**config.mk**
```make
export PLATFORM = sky130hd
export DESIGN_NAME = pll_lock_sequencer_flat
export DESIGN_NICKNAME = d
export VERILOG_FILES = /design/src/rtl/pll_lock_sequencer_if.sv /design/src/rtl/pll_lock_sequencer.sv /design/src/flat_wrapper.sv
export SDC_FILE = /design/constraint.sdc
export NUM_CORES = 1
export LEC_CHECK = 0
export CAP_MARGIN = 20
export CORE_ASPECT_RATIO = 1.1
export CORE_MARGIN = 3
export CORE_UTILIZATION = 45
export DETAILED_ROUTE_END_ITERATION = 7
export GPL_ROUTABILITY_DRIVEN = 0
export GPL_TIMING_DRIVEN = 0
export PLACE_DENSITY = 0.62
export RECOVER_POWER = 100
export REMOVE_ABC_BUFFERS = 1
export SLEW_MARGIN = 40
export SYNTH_ARGS = -nofsm -noshare
export SYNTH_HDL_FRONTEND = slang
export SYNTH_SLANG_ARGS = --single-unit
```
**constraint.sdc**
```tcl
create_clock -name clk_i -period 2.1 [get_ports clk_i]
set_clock_uncertainty 0.05 [all_clocks]
set_input_delay 0.21 -clock clk_i [delete_from_list [all_inputs] [get_ports clk_i]]
set_output_delay 0.21 -clock clk_i [all_outputs]
set_load 0.01 [all_outputs]
```
**src/rtl/pll_lock_sequencer_if.sv**
```systemverilog
// pll_lock_sequencer_if: control/status bundle between the system controller and the PLL lock sequencer
// Signals: start, pll_lock (to sequencer); pll_en, ready, lock_lost, error, retry_cnt[3:0], state[2:0] (from sequencer)
// Modports: master = controller/PLL side, slave = sequencer side
interface pll_lock_sequencer_if;
    logic       start;
    logic       pll_lock;
    logic       pll_en;
    logic       ready;
    logic       lock_lost;
    logic       error;
    logic [3:0] retry_cnt;
    logic [2:0] state;
    modport master (output start, pll_lock, input pll_en, ready, lock_lost, error, retry_cnt, state);
    modport slave  (input start, pll_lock, output pll_en, ready, lock_lost, error, retry_cnt, state);
endinterface

```
**src/rtl/pll_lock_sequencer.sv**
```systemverilog
// pll_lock_sequencer: drives PLL enable, qualifies a synchronized lock, retries with power-cycling, ends in sticky fault
// Ports: clk_i controller clock; rst_i synchronous active-high reset;
//        ctl (slave): start level request, pll_lock async lock in; pll_en, ready, lock_lost pulse,
//        error sticky fault, retry_cnt retries used, state (OFF=0 PWRUP=1 RUN=2 BACKOFF=3 FAULT=4) out
module pll_lock_sequencer #(
    parameter int SYNC_STAGES   = 2,
    parameter int STABLE_CYCLES = 16,
    parameter int LOCK_TIMEOUT  = 1024,
    parameter int OFF_CYCLES    = 8,
    parameter int MAX_RETRIES   = 3
) (
    input  logic                 clk_i,
    input  logic                 rst_i,
    pll_lock_sequencer_if.slave  ctl
);
    localparam int TW = $clog2(LOCK_TIMEOUT + 1);
    localparam int OW = $clog2(OFF_CYCLES + 1);
    localparam logic [TW-1:0] T_LAST = TW'(LOCK_TIMEOUT - 1);
    localparam logic [TW-1:0] S_LAST = TW'(STABLE_CYCLES - 1);
    localparam logic [OW-1:0] O_LAST = OW'(OFF_CYCLES - 1);
    localparam logic [3:0]    R_MAX  = 4'(MAX_RETRIES);

    if (SYNC_STAGES < 2 || SYNC_STAGES > 4 || STABLE_CYCLES < 1 || STABLE_CYCLES >= LOCK_TIMEOUT ||
        OFF_CYCLES < 1 || MAX_RETRIES < 0 || MAX_RETRIES > 15) begin : g_bad_params
        $fatal(1, "%m: illegal pll_lock_sequencer parameters");
    end

    typedef enum logic [2:0] {OFF = 3'd0, PWRUP = 3'd1, RUN = 3'd2, BACKOFF = 3'd3, FAULT = 3'd4} state_t;

    state_t                 state_q;
    logic [SYNC_STAGES-1:0] sync_q;
    logic [TW-1:0]          timer_q, stab_q;
    logic [OW-1:0]          off_q;
    logic [3:0]             retry_q;
    logic                   pll_en_q, ready_q, lock_lost_q, error_q;
    logic                   lock_s, stab_done, leave;

    assign lock_s    = sync_q[SYNC_STAGES-1];
    // Stable completion in the timeout cycle takes precedence over the timeout.
    assign stab_done = state_q == PWRUP && lock_s && stab_q == S_LAST;
    assign leave     = state_q == PWRUP ? !stab_done && timer_q == T_LAST : state_q == RUN && !lock_s;

    always_ff @(posedge clk_i) begin
        if (rst_i) begin
            state_q     <= OFF;
            sync_q      <= '0;
            timer_q     <= '0;
            stab_q      <= '0;
            off_q       <= '0;
            retry_q     <= '0;
            pll_en_q    <= 1'b0;
            ready_q     <= 1'b0;
            lock_lost_q <= 1'b0;
            error_q     <= 1'b0;
        end else begin
            sync_q      <= {sync_q[SYNC_STAGES-2:0], ctl.pll_lock};
            lock_lost_q <= 1'b0;
            if (!ctl.start) begin
                state_q  <= OFF;
                timer_q  <= '0;
                stab_q   <= '0;
                off_q    <= '0;
                retry_q  <= '0;
                pll_en_q <= 1'b0;
                ready_q  <= 1'b0;
                error_q  <= 1'b0;
            end else if (leave) begin
                // Retry decision: power-cycle via BACKOFF or give up once the budget is spent.
                state_q     <= retry_q == R_MAX ? FAULT : BACKOFF;
                retry_q     <= retry_q == R_MAX ? retry_q : retry_q + 1'b1;
                error_q     <= retry_q == R_MAX;
                lock_lost_q <= state_q == RUN;
                pll_en_q    <= 1'b0;
                ready_q     <= 1'b0;
                off_q       <= '0;
            end else begin
                case (state_q)
                    OFF: begin
                        state_q  <= PWRUP;
                        pll_en_q <= 1'b1;
                        timer_q  <= '0;
                        stab_q   <= '0;
                    end
                    PWRUP: begin
                        timer_q <= timer_q + 1'b1;
                        stab_q  <= lock_s ? stab_q + 1'b1 : '0;
                        if (stab_done) begin
                            state_q <= RUN;
                            ready_q <= 1'b1;
                            retry_q <= '0;
                        end
                    end
                    BACKOFF: begin
                        off_q <= off_q + 1'b1;
                        if (off_q == O_LAST) begin
                            state_q  <= PWRUP;
                            pll_en_q <= 1'b1;
                            timer_q  <= '0;
                            stab_q   <= '0;
                        end
                    end
                    default: ;
                endcase
            end
        end
    end

    assign ctl.state     = state_q;
    assign ctl.pll_en    = pll_en_q;
    assign ctl.ready     = ready_q;
    assign ctl.lock_lost = lock_lost_q;
    assign ctl.error     = error_q;
    assign ctl.retry_cnt = retry_q;
endmodule

```
**src/flat_wrapper.sv**
```systemverilog
// flat-port wrapper written by rule: the top's interface ports become plain ports
module pll_lock_sequencer_flat 
#(
    parameter int SYNC_STAGES   = 2,
    parameter int STABLE_CYCLES = 16,
    parameter int LOCK_TIMEOUT  = 1024,
    parameter int OFF_CYCLES    = 8,
    parameter int MAX_RETRIES   = 3
)
  (clk_i, rst_i, ctl_start, ctl_pll_lock, ctl_pll_en, ctl_ready, ctl_lock_lost, ctl_error, ctl_retry_cnt, ctl_state);
  pll_lock_sequencer_if ctl_i ();
  input  logic clk_i;
  input  logic rst_i;
  input wire logic [$bits(ctl_i.start)-1:0] ctl_start;
  input wire logic [$bits(ctl_i.pll_lock)-1:0] ctl_pll_lock;
  output wire logic [$bits(ctl_i.pll_en)-1:0] ctl_pll_en;
  output wire logic [$bits(ctl_i.ready)-1:0] ctl_ready;
  output wire logic [$bits(ctl_i.lock_lost)-1:0] ctl_lock_lost;
  output wire logic [$bits(ctl_i.error)-1:0] ctl_error;
  output wire logic [$bits(ctl_i.retry_cnt)-1:0] ctl_retry_cnt;
  output wire logic [$bits(ctl_i.state)-1:0] ctl_state;
  assign ctl_i.start = ctl_start;
  assign ctl_i.pll_lock = ctl_pll_lock;
  assign ctl_pll_en = ctl_i.pll_en;
  assign ctl_ready = ctl_i.ready;
  assign ctl_lock_lost = ctl_i.lock_lost;
  assign ctl_error = ctl_i.error;
  assign ctl_retry_cnt = ctl_i.retry_cnt;
  assign ctl_state = ctl_i.state;
  pll_lock_sequencer #(.SYNC_STAGES(SYNC_STAGES), .STABLE_CYCLES(STABLE_CYCLES), .LOCK_TIMEOUT(LOCK_TIMEOUT), .OFF_CYCLES(OFF_CYCLES), .MAX_RETRIES(MAX_RETRIES)) u_core (.clk_i(clk_i), .rst_i(rst_i), .ctl(ctl_i));
endmodule
```
# After elaboration in Yosys (flattened, before gate mapping)
# Cells that the tools add are included.
dict set report op_classes {
  eq_ne 11
  bitwise_logic 2
  muxes 16
  n_reduce_logical 20
  addsub 4
}
# op n
set ops {}
lappend ops {{11-bit case mux with 3 select lines} 2}
lappend ops {{11-bit by 1-bit adder with 11-bit output, second input constant} 2}
lappend ops {{11-bit 2-to-1 mux} 2}
lappend ops {{4-bit 2-to-1 mux} 4}
lappend ops {{3-bit 2-to-1 mux} 4}
lappend ops {{11-bit by 10-bit equality test with 1-bit output, second input constant} 1}
lappend ops {{11-bit by 4-bit equality test with 1-bit output, second input constant} 1}
lappend ops {{3-bit case mux with 3 select lines} 1}
lappend ops {{3-bit AND reduction} 3}
lappend ops {{4-bit by 1-bit adder with 4-bit output, second input constant} 2}
lappend ops {{3-bit by 2-bit equality test with 1-bit output, second input constant} 2}
lappend ops {{3-bit by 1-bit inequality test with 1-bit output, second input constant} 2}
lappend ops {{2-bit nonzero test} 3}
lappend ops {{3-bit OR reduction} 2}
lappend ops {{4-bit by 2-bit equality test with 1-bit output, second input constant} 1}
lappend ops {{4-bit by 3-bit equality test with 1-bit output, second input constant} 1}
lappend ops {{1-bit logical AND} 4}
lappend ops {{2-bit AND reduction} 2}
lappend ops {{4-bit nonzero test} 1}
lappend ops {{3-bit by 1-bit equality test with 1-bit output, second input constant} 1}
lappend ops {{3-bit logical NOT} 1}
lappend ops {{3-bit nonzero test} 1}
lappend ops {{1-bit logical NOT} 2}
lappend ops {{1-bit 2-to-1 mux} 2}
lappend ops {{5 further kinds} 6}
dict set report word_totals {
  wordCells 63
  reg_bits 39
  out_inout_bits 11
  in_bits 4
}

# Logic depth before layout (Yosys ltp)
dict set report logic_depth {
  depth_word 8
  mapped_depth 7
  depth_no_buf 6
}

# Worst setup path after synthesis
# No wires, ideal clock.
dict set report synth_timing {
  kind {register -> register}
  from {register u_core.state_q[1] (netlist: u_core.ctl.state[1])}
  to {register u_core.retry_q[2] (netlist: u_core.ctl.retry_cnt[2])}
  arrival_ns 1.743
  path_stages_with_launch 8
  t_required_ns 1.936
  path_slack_ns 0.193
  period_less_slack_ns 1.907
  setup_ns 0.114
  cell_sequence {dfxtp_1 buf_2 or3b_4 nor4_4 a21oi_1 buf_6 nor3b_1 a21o_1}
}
dict set report synth_between {
  elab_chain_len 8
  elab_cells_between_ends 13
  cone_classes {eq/ne: 3; mux: 2; reduce/logical: 8}
}
# element line
set synth_rtl {}
lappend synth_rtl {{start: declaration} pll_lock_sequencer.sv:30} ;# state_t state_q;
lappend synth_rtl {{start signal: assignment} pll_lock_sequencer.sv:69} ;# state_q <= retry_q == R_MAX ? FAULT : BACKOFF;
lappend synth_rtl {{3-bit by 1-bit equality test with 1-bit output} {pll_lock_sequencer.sv:40, pll_lock_sequencer.sv:41, pll_lock_sequencer.sv:77}}
lappend synth_rtl {{1-bit logical AND (2 in series)} pll_lock_sequencer.sv:40} ;# assign stab_done = state_q == PWRUP && lock_s && stab_q == S_LAST;
lappend synth_rtl {{1-bit logical NOT} pll_lock_sequencer.sv:41} ;# assign leave = state_q == PWRUP ? !stab_done && timer_q == T_LAST : state_q == RUN && !lock_s;
lappend synth_rtl {{1-bit logical AND} pll_lock_sequencer.sv:41}
lappend synth_rtl {{1-bit 2-to-1 mux} pll_lock_sequencer.sv:41}
lappend synth_rtl {{2-bit inequality test (no source line) / 2-bit nonzero test (equally long branches)} --}
lappend synth_rtl {{3-bit AND reduction (no source line)} --}
lappend synth_rtl {{end signal: assignment} pll_lock_sequencer.sv:70} ;# retry_q <= retry_q == R_MAX ? retry_q : retry_q + 1'b1;
lappend synth_rtl {{end: declaration} pll_lock_sequencer.sv:34} ;# logic [3:0] retry_q;
# Parallel ways exist; a longest one is shown, timed or not.
# A chain may end at the register's enable or synchronous reset.

# Worst setup path in the final report
dict set report layout_timing {
  from {register u_core.state_q[1] (netlist: u_core.ctl.state[1])}
  to {register u_core.retry_q[0] (netlist: u_core.ctl.retry_cnt[0])}
}
# Same word-level chain as after synthesis.

==> results.toml <==
[outcome]
status = "completed"

[worst_setup_path]
cp-end-kind = "flop"
cp.arrival_ps = 2130
worstPathMaxFanout = 11
startpoint_type = "flop"
cp-startpoint = "u_core.ctl.state[1]"
crit_required_ps = 2240
worstSetupPathType = "flop to flop"
r2r_start = "u_core.ctl.state[1]"

[timing]
relSlewSlack = 0.461
slew_viol_final = 0
fin_crit_ps = 1990
period_share = 0.949
setup_ws_ps = 107
fmax_mhz = 502
fin_tns_setup_ps = 0
rsz0062_at_grt = "no"
hold_viol = 0
worstMarginPinSlew_ps = 809
setup_viol = 0

[finish]
final_common_cell = "dfxtp_1"
drive_above_1_share = 0.154
final_nets = 261
finalNonFillerCells = 306
diodes = 0
mostFrequentLayoutCells = "dfxtp_1, nor2_1, nand2_1, a21oi_1, nand3_1"
syn_to_final_growth_pct = 19.1

[die]
die_x_microns = 69.1
start_util = 0.482
row_count = 24
ioPinCount = 15
die_h_microns = 75.4
core_area_sq_um = 4080
dieArea_sq_um = 5210

[placed_design]
io_buffers = 14
dp_slack_ps = -513
dp.cells = 289
place.detailed.hpwl_mm = 2.83

[drt]
wl_per_cell_microns = 14.6
dr_total_vias = 1745
wirelength_mm = 4.47
final_antenna_net_count = 0
drt-pass1-iter-count = 4
drtIter0Drc = 81
viasPerCell = 5.70
drc = 0

[clocking]
cts-root-buf = "clkbuf_8"
htreeDepth = 2
cts_tree = "yes"
cts_hold_buf = 0
clk_latency_ps = 290
cts_buffer_depth = 2
clkSinkCount = 39
numCtsBuffers = 5
clkTransAtPathRegs_ps = 80

[grt]
globalRouteTotalUtil = 0.182
grt_max_degree = 26
grt_pass1_vias = 1734
grt_pass1_wl_mm = 7.78
antenna_found_initial = 0
overflow = 0

[synth]
synth_top_area_frac = 0.396
synth_seq_cells = 39
synthTopCellsByArea = "dfxtp_1, a21oi_1, nor2_1, nand2_1, nand3_1"
synth_area_sq_um = 1970
avgSynthCellArea_sq_um = 8.38
ys_types = 45
ys_seq_area_frac = 0.396
synth_warnings = 0
synth_largest_area_cell = "dfxtp_1"
syn-instance-count = 235

[pwr]
power_leakage_uw = 0.000838
ir_drop_v = 0.000336
power_density_nw_per_um2 = 557

[run]
max-cap-violations = 0

[hold_path]
hp-start = "u_core.sync_q[0]"
min_path_type = "flop to flop"
-- layout make-up --
cell class	instances	area (sq um)
fillers	400	1740
multi-input cells	182	1200
flip-flops and latches	39	783
repair buffers	23	204
clock buffers	7	76.3
well taps	52	65.1
inverters	2	7.51
clock inverters	1	5.00
-- worst paths after layout --
kind	to	slack [ps]	depth (start not counted)
worst max-delay path	u_core.ctl.retry_cnt[0]	110	5
worst min-delay path	u_core.sync_q[1]	410	1
worst max register to register	u_core.ctl.retry_cnt[0]	110	5
worst min register to register	u_core.sync_q[1]	410	1
-- state kept, by name, indices dropped and copies added, names as in the netlist --
| register | count |
|---|---|
| u_core.ctl.error | 1 |
| u_core.ctl.lock_lost | 1 |
| u_core.ctl.pll_en | 1 |
| u_core.ctl.ready | 1 |
| u_core.ctl.retry_cnt | 4 |
| u_core.ctl.state | 3 |
| u_core.off_q | 4 |
| u_core.stab_q | 11 |
| u_core.sync_q | 2 |
| u_core.timer_q | 11 |
-- kinds of logic (layout without fill, tap and decap cells) --
| family | count (synthesis) | in the layout | synth area share |
|---|---|---|---|
| xor+xnor | 3 | 3 | 0.0133 |
| mux | 3 | 3 | 0.0152 |
| compound gates | 67 | 67 | 0.226 |
| simple gates | 105 | 105 | 0.291 |
| flops | 39 | 39 | 0.396 |
| buf+inv | 14 | 33 | 0.0330 |
| fa+ha+maj | 4 | 4 | 0.0254 |
-- report_power, final --
part	switching, uW	total (uW)	internal, uW
sequential	6.00	750	744
combinational	37.3	62.2	24.9
clock	260	493	233
-- Yosys cell counts, drive strengths merged --
| master | n |
|---|---|
| nor3 | 6 |
| buf | 5 |
| or3b | 1 |
| ha | 4 |
| nor2b | 5 |
| nand2b | 2 |
| nand4 | 5 |
| a311oi | 1 |
| and4b | 1 |
| a21oi | 20 |
| xor2 | 2 |
| a22oi | 1 |
| mux2i | 3 |
| o31ai | 5 |
| a21boi | 1 |
| a31oi | 7 |
| o21ai | 11 |
| dfxtp | 39 |
| nor2 | 26 |
| clkbuf | 7 |
| o21a | 2 |
| nand2 | 23 |
| and2 | 2 |
| and3 | 2 |
| inv | 2 |
| a21o | 4 |
| a21bo | 2 |
| nand3 | 14 |
| a31o | 3 |
| o41ai | 1 |
| o221a | 1 |
| nor4 | 4 |
| o211ai | 6 |
| a211oi | 1 |
| xnor2 | 1 |
| or3 | 3 |
| and3b | 1 |
| nand4b | 2 |
| o2bb2ai | 1 |
| nor3b | 3 |
| nor4b | 1 |
| nand3b | 4 |
-- per-layer routing --
metal  global-route usage  routed length, microns  up-vias
met1                0.227                    2220      822
met2                0.322                    2100       20
met5                    0                       0        -
met3               0.0435                     125        4
met4               0.0477                      27        0
li1                     -                       -      899
-- critical path, cell delays in order, from the launching register on --
cell and delay [ps]:
dfxtp_1 430, or3b_4 450, nor4_4 360, a21oi_4 140
nor2b_2 210, a31o_2 250
-- per-stage QoR --
stage | power, uW | hold slack, ps | util | cell area (sq um)
2_1_floorplan | 798 | 232 | - | 1910
3_3_place_gp | 822 | 371 | 0.518 | 2120
3_5_place_dp | 824 | 400 | 0.521 | 2130
4_1_cts | 1310 | 411 | 0.566 | 2310
5_1_grt | 1350 | 420 | 0.574 | 2340
6_report | 1310 | 408 | 0.574 | 2340
-- repair_timing --
item / 4_1_cts / 5_1_grt
setup endpoints to repair: 31 / 21
buffers inserted: 8 / 1
gates resized for setup: 8 / 9
pin swaps: 5 / 0
Note: power is estimated with default switching activity, not from simulation.
